===== src/rtl/seq_bit_serializer_pkg.sv =====
`default_nettype none
// +-----------------------------------------------------------------------------+
// | seq_bit_serializer_pkg: shared state encodings for the serial 1010 path     |
// | Rev 1.0                                                                     |
// +-----------------------------------------------------------------------------+
package seq_bit_serializer_pkg;

  localparam logic ST_IDLE  = 1'b0;
  localparam logic ST_SHIFT = 1'b1;

  // Downstream overlapping Mealy 1010 detector: S<n> = length of matched prefix
  typedef enum logic [1:0] {
    DET_S0 = 2'd0,
    DET_S1 = 2'd1,
    DET_S2 = 2'd2,
    DET_S3 = 2'd3
  } det_state_e;

  function automatic int idx_width(input int width);
    return (width > 2) ? $clog2(width) : 1;
  endfunction

endpackage
`default_nettype wire


===== src/rtl/seq_bit_serializer.sv =====
`default_nettype none
// +-----------------------------------------------------------------------------+
// | seq_bit_serializer: valid/ready word in, one bit per clk out, 1-word hold   |
// | Rev 1.0                                                                     |
// +-----------------------------------------------------------------------------+
module seq_bit_serializer
  import seq_bit_serializer_pkg::*;
#(
  parameter int WIDTH     = 8,
  parameter bit MSB_FIRST = 1'b1,
  parameter bit IDLE_BIT  = 1'b0
) (
  input  logic             clk,
  input  logic             rst,
  input  logic [WIDTH-1:0] in_data,
  input  logic             in_valid,
  output logic             in_ready,
  output logic             bit_out,
  output logic             bit_valid,
  output logic             frame_start,
  output logic             busy
);

  localparam int IW = idx_width(WIDTH);
  localparam logic [IW-1:0] c_last_idx = IW'(WIDTH - 1);

  logic             r_state;
  logic             w_state_next;
  logic [WIDTH-1:0] r_shift;
  logic [WIDTH-1:0] r_hold;
  logic             r_hold_full;
  logic [IW-1:0]    r_idx;
  logic [WIDTH-1:0] w_shift_adv;
  logic             w_accept;
  logic             w_shifting;
  logic             w_last;
  logic             w_drain;
  logic             w_load_in;
  logic             w_to_hold;

  assign in_ready   = ~rst & ~r_hold_full;
  assign w_accept   = in_valid & in_ready;
  assign w_shifting = (r_state == ST_SHIFT);
  assign w_last     = w_shifting & (r_idx == c_last_idx);
  assign w_drain    = w_last & r_hold_full;
  // New word goes straight to the shifter when idle or on an empty-hold last bit
  assign w_load_in  = w_accept & (~w_shifting | (w_last & ~r_hold_full));
  assign w_to_hold  = w_accept & w_shifting & ~(w_last & ~r_hold_full);

  generate
    if (MSB_FIRST) begin : g_msb_first
      assign w_shift_adv = {r_shift[WIDTH-2:0], 1'b0};
    end else begin : g_lsb_first
      assign w_shift_adv = {1'b0, r_shift[WIDTH-1:1]};
    end
  endgenerate

  always_ff @(posedge clk) begin
    if (rst) begin
      r_state <= ST_IDLE;
    end else begin
      r_state <= w_state_next;
    end
  end

  always_comb begin
    w_state_next = r_state;
    case (r_state)
      ST_IDLE: begin
        if (w_accept) w_state_next = ST_SHIFT;
      end
      default: begin
        if (w_last & ~r_hold_full & ~w_accept) w_state_next = ST_IDLE;
      end
    endcase
  end

  always_comb begin
    bit_valid   = w_shifting;
    frame_start = w_shifting & (r_idx == '0);
    busy        = w_shifting | r_hold_full;
    bit_out     = IDLE_BIT;
    if (w_shifting) bit_out = MSB_FIRST ? r_shift[WIDTH-1] : r_shift[0];
  end

  always_ff @(posedge clk) begin
    if (rst) begin
      r_shift     <= '0;
      r_hold      <= '0;
      r_hold_full <= 1'b0;
      r_idx       <= '0;
    end else begin
      if (w_drain) begin
        r_shift <= r_hold;
        r_idx   <= '0;
      end else if (w_load_in) begin
        r_shift <= in_data;
        r_idx   <= '0;
      end else if (w_last) begin
        r_idx   <= '0;
      end else if (w_shifting) begin
        r_shift <= w_shift_adv;
        r_idx   <= r_idx + IW'(1);
      end
      if (w_to_hold) r_hold <= in_data;
      r_hold_full <= (r_hold_full & ~w_drain) | w_to_hold;
    end
  end

endmodule
`default_nettype wire


===== config.mk =====
export PLATFORM = sky130hd
export DESIGN_NAME = seq_bit_serializer
export DESIGN_NICKNAME = d
export VERILOG_FILES = /design/src/rtl/seq_bit_serializer_pkg.sv /design/src/rtl/seq_bit_serializer.sv
export SDC_FILE = /design/constraint.sdc
export NUM_CORES = 1
export LEC_CHECK = 0
export CAP_MARGIN = 20
export CORE_MARGIN = 2
export CORE_UTILIZATION = 35
export CTS_CLUSTER_DIAMETER = 100
export CTS_CLUSTER_SIZE = 20
export DETAILED_ROUTE_END_ITERATION = 12
export PLACE_DENSITY = 0.65
export SYNTH_ARGS = -nofsm -noshare
export SYNTH_HDL_FRONTEND = slang
export SYNTH_SLANG_ARGS = --single-unit

===== constraint.sdc =====
create_clock -name clk -period 1.7 [get_ports clk]
set_clock_uncertainty 0.05 [all_clocks]
set_input_delay 0.34 -clock clk [delete_from_list [all_inputs] [get_ports clk]]
set_output_delay 0.34 -clock clk [all_outputs]
set_load 0.02 [all_outputs]

# Yosys cells after proc, flatten, opt, wreduce, memory -nomap -nowiden
# Index checks and enable logic that the tools add are counted.
[op_classes] n_reduce_logical=4 muxes=8 n_eq_ne=2 n_bitwise=20 n_addsub=1
[ops] operator="two-way mux 8 bit" n=4
[ops] operator="AND 1 bit" n=11
[ops] operator="inverter 1 bit" n=6
[ops] operator="two-way mux 1 bit" n=4
[ops] operator="OR reduction 4 bit" n=1
[ops] operator="adder 3 x 1 -> 3 bit, second input constant" n=1
[ops] operator="equality test 3 bit, second input constant" n=1
[ops] operator="zero test 3 bit" n=1
[ops] operator="inequality test 3 x 1 -> 1 bit, second input constant" n=1
[ops] operator="OR 1 bit" n=3
[ops] operator="nonzero test 3 bit" n=1
[ops] operator="AND reduction 2 bit" n=1
[totals] wordCells=40 reg_bits=21 inputBits=11

# Depth between registers and ports, before layout
[depth] word_depth=7 mapped_depth=8 ltp_nobuf=6

# Least setup slack after synthesis
# OpenSTA, ideal clock, no wires.
[synth_timing] path_kind="register to register" start="reg r_idx[0]" end="reg r_hold[0]" setup_slack_ns=-0.101 synth_period_minus_slack_ns=1.801 n_path_buf=2 arrival_time_ns=1.624 path_stages_with_launch=9 setup_time_ns=0.128 cell_sequence="dfxtp_1 ha_1 ha_1 nand2b_1 buf_2 or3_1 buf_6 mux2i_1 nor2_1"
[synth_between] elab_chain_len=5
[synth_rtl] item="from (decl)" line="seq_bit_serializer.sv:32" rtl="logic [IW-1:0] r_idx;"
[synth_rtl] item="from (signal assigned)" line="seq_bit_serializer.sv:103" rtl="r_idx <= r_idx + IW'(1);"
[synth_rtl] item="equality test 3 bit" line="seq_bit_serializer.sv:44" rtl="assign w_last = w_shifting & (r_idx == c_last_idx);"
[synth_rtl] item="AND 1 bit" line="seq_bit_serializer.sv:44"
[synth_rtl] item="AND 1 bit" line="seq_bit_serializer.sv:48" rtl="assign w_to_hold = w_accept & w_shifting & ~(w_last & ~r_hold_full);"
[synth_rtl] item="inverter 1 bit" line="seq_bit_serializer.sv:48"
[synth_rtl] item="AND 1 bit" line="seq_bit_serializer.sv:48"
[synth_rtl] item="to (signal assigned)" line="seq_bit_serializer.sv:105" rtl="if (w_to_hold) r_hold <= in_data;"
[synth_rtl] item="to (decl)" line="seq_bit_serializer.sv:30" rtl="logic [WIDTH-1:0] r_hold;"
# No other way between the ends.
# A chain may end at the register's enable or synchronous reset.

# Final worst setup path
[layout_timing] start="reg r_state, in the netlist bit_valid" end="out busy"
[layout_between] elab_chain_len=1
[layout_rtl] item="from (decl)" line="seq_bit_serializer.sv:27" rtl="logic r_state;"
[layout_rtl] item="from (signal assigned)" line="seq_bit_serializer.sv:62" rtl="r_state <= w_state_next;"
[layout_rtl] item="OR 1 bit" line="seq_bit_serializer.sv:81" rtl="busy = w_shifting | r_hold_full;"
[layout_rtl] item="to (decl)" line="seq_bit_serializer.sv:21" rtl="output logic busy"
# No other way between the ends.

==> impl_metrics.py <==
metrics = {
    "status": {
        "outcome": "completed",
    },
    "routing": {
        "firstDrtPassIters": 4,
        "initialDrtViolationCount": 24,
        "viasPerCell": 5.149,
        "final_antenna_net_count": 0,
        "wl_mm": 2.475,
        "detail_route.wl_per_cell_um": 13.16,
        "detail_route.drc_violations": 0,
        "num_vias": 968,
    },
    "yosys": {
        "synth_common_cells": "sky130_fd_sc_hd__dfxtp_1 (21), sky130_fd_sc_hd__nor2_1 (20), sky130_fd_sc_hd__nand3_1 (16), sky130_fd_sc_hd__mux2i_1 (10), sky130_fd_sc_hd__o21ai_0 (8)",
        "area_fraction_of_the_dominant_cell_type_after_synthesis": 0.3805,
        "asyncSetResetFlopFracSynth": 0,
        "post-synth-top-area-cell": "sky130_fd_sc_hd__dfxtp_1",
        "netlist_area_um2": 1105,
        "synth.avg_cell_area_um2": 9.056,
        "ys_types": 26,
        "synthesis.instances": 122,
        "postSynth.topFlopCell": "sky130_fd_sc_hd__dfxtp_1",
        "ys_seq_area_frac": 0.3805,
        "synth-seq-cells": 21,
        "synth_top_cells_by_area": "sky130_fd_sc_hd__dfxtp_1 (38%), sky130_fd_sc_hd__a311oi_2 (9.5%), sky130_fd_sc_hd__mux2i_1 (9.1%)",
        "synth_edf_count": 0,
        "synthesis.nets": 136,
        "most_frequently_used_cell_type_in_the_post_synthesis_netlist": "sky130_fd_sc_hd__dfxtp_1",
        "synth_warnings": 0,
    },
    "worst_setup_path": {
        "path_max_fanout": 5,
        "worst_ep_required_time_ns": 1.31,
        "startpoint_type": "flop",
        "worst-setup-path-type": "reg -> out",
        "crit_path_end_kind": "output port",
        "crit_arrival_ns": 1.27,
    },
    "clock_network": {
        "htreeDepth": 1,
        "worst_setup_hold_path_clk_slew_ns": 0.12,
        "insertion_delay_ns": 0.31,
        "tritoncts.num_buffers": 3,
        "hold_buffers": 0,
        "cts_tree": "built",
        "cts-root-buf": "sky130_fd_sc_hd__clkbuf_4",
        "cts-root-to-sink-buffers": 2,
        "cts_sinks": 21,
    },
    "floorplanning": {
        "start_util": 0.3649,
        "io-pin-count": 16,
        "design.core.area_um2": 3028,
        "die_area_um2": 3622,
        "die_width_um": 60.19,
        "dieHeight_um": 60.19,
        "fp-row-count": 20,
    },
    "pwr": {
        "post-layout-total-power_uw": 1017,
        "powerDensity_nw_per_um2": 722.0,
        "power_leakage_uw": 0.0006067,
        "power.ir.vdd_worst_uv": 439.8,
    },
    "finish": {
        "final_cell_count_no_fill": 188,
        "antenna_cells": 0,
        "nNetsFinal": 159,
        "synthToLayoutAreaGrowth_pct": 27.52,
        "fraction_of_layout_instances_using_a_drive_strength_above_1": 0.2500,
        "fill_cells": 302,
    },
    "sta": {
        "grt_setup_unrepaired": "yes",
        "slew_at_the_pin_with_the_worst_max_slew_slack_ns": 0.3430,
        "post_route_setup_slack_ns": 0.04178,
        "clock.fmax_ghz": 0.6031,
        "finalSetupViolations": 0,
        "timing_max_transition_violations_final": 0,
        "max_slew_margin": 0.7689,
        "finalCritPeriodShare": 0.9754,
        "hold_viol": 0,
        "fin_crit_ns": 1.658,
    },
    "global_route": {
        "first_global_vias": 917,
        "globalRouteOverflowTotal": 0,
        "grt_max_degree": 15,
        "grt_antenna_before_repair": 0,
        "globalRouteTotalUtil": 0.1529,
        "grt_pass1_wl_mm": 4.195,
    },
    "place": {
        "place.detailed.instances": 184,
        "hpwl_detailed_mm": 1.811,
        "place_ws_ns": -0.2024,
        "placement.io_buffers": 15,
        "routabilityCongestion": 0.7746,
    },
    "worst_hold_path": {
        "hold_class": "reg -> reg",
    },
    "flow_run": {
        "max_cap_viol_count": 0,
    },
}
==> state kept, by name, indices dropped and copies added (netlist names) <==
signal       flops
r_idx            3
bit_valid        1
r_hold           8
r_shift          8
r_hold_full      1
==> timing repair <==
item / 4_1_cts / 5_1_grt
buffers inserted: 1 / 0
endpoints found under the setup margin: 19 / 16
cloned: 0 / 0
gates resized for setup: 10 / 5
pin swaps: 0 / 2
==> stage by stage <==
stage	area, um^2	TNS (ns)	hold WS [ns]	utilization
after floorplan	1146	-0.4648	0.4079	-
after global placement	1376	-2.833	0.4226	0.4545
after detailed placement	1376	-3.204	0.4336	0.4545
after CTS	1406	0	0.4627	0.4645
after global routing	1409	-0.01335	0.4919	0.4653
final	1409	0	0.4586	0.4653
==> path summary, 6_finish.rpt <==
kind / startpoint / to / slack (ns) / cells after the start
setup / recovery: bit_valid / busy / 0.04 / 2
hold / removal: r_hold[2] / r_hold[2] / 0.46 / 2
setup reg to reg: r_idx[1] / r_hold[5] / 0.05 / 6
hold reg to reg: r_hold[2] / r_hold[2] / 0.46 / 2
==> routing by layer <==
| layer | routed length, um | GRT usage | share of wire |
|---|---|---|---|
| met1 | 1154 | 0.2161 | 0.47 |
| met2 | 1172 | 0.2345 | 0.47 |
| met3 | 107 | 0.02165 | 0.043 |
| met4 | 41 | 0.05714 | 0.017 |
| met5 | 0 | 0 | 0 |
==> area by class of cell <==
cell class | instances | area (um^2) | share of cell area
Multi-Input combinational cell | 89 | 660.6 | 0.4689
Sequential cell | 21 | 425.4 | 0.3020
Timing Repair Buffer | 27 | 230.2 | 0.1634
Tap cell | 44 | 55.05 | 0.03908
Clock buffer | 4 | 26.28 | 0.01865
Inverter | 3 | 11.26 | 0.007993
==> critical path, stage by stage (launching register included) <==
cell,delay [ns]
sky130_fd_sc_hd__dfxtp_2,0.36
sky130_fd_sc_hd__or2_2,0.28
sky130_fd_sc_hd__dlygate4sd2_1,0.32
==> kinds of logic after synthesis <==
| family | Yosys count | share of synthesized area |
|---|---|---|
| XOR/XNOR | 1 | 0.007929 |
| AO/OA/AOI/OAI | 27 | 0.2061 |
| AND/OR/NAND/NOR | 48 | 0.2175 |
| flip-flops | 21 | 0.3805 |
| multiplexers | 10 | 0.09060 |
| buffers and inverters | 12 | 0.06341 |
| adder cells (fa/ha/maj) | 3 | 0.03398 |
==> layout by cell type, fill, tap and decap left out, types with 2 or more instances in the layout <==
cell type / Yosys / routed
sky130_fd_sc_hd__a21o_1: 7 / 7
sky130_fd_sc_hd__a21oi_1: 3 / 3
sky130_fd_sc_hd__a311oi_2: 7 / 7
sky130_fd_sc_hd__buf_4: 0 / 12
sky130_fd_sc_hd__clkbuf_4: 0 / 3
sky130_fd_sc_hd__clkdlybuf4s50_1: 0 / 10
sky130_fd_sc_hd__dfxtp_1: 21 / 17
sky130_fd_sc_hd__dfxtp_2: 0 / 4
sky130_fd_sc_hd__dlygate4sd2_1: 0 / 4
sky130_fd_sc_hd__ha_4: 0 / 2
sky130_fd_sc_hd__inv_1: 2 / 2
sky130_fd_sc_hd__mux2i_1: 10 / 10
sky130_fd_sc_hd__nand2b_1: 3 / 2
sky130_fd_sc_hd__nand3_1: 16 / 16
sky130_fd_sc_hd__nor2_1: 20 / 20
sky130_fd_sc_hd__o21ai_0: 8 / 8
==> report_power, final <==
part           internal (uW)  switching [uW]  leakage [uW]
combinational            111             116      0.000418
sequential               521            18.1      0.000174
clock                   91.7             159     0.0000150
total                    724             293      0.000607
Note: power is estimated with default switching activity, not from simulation.
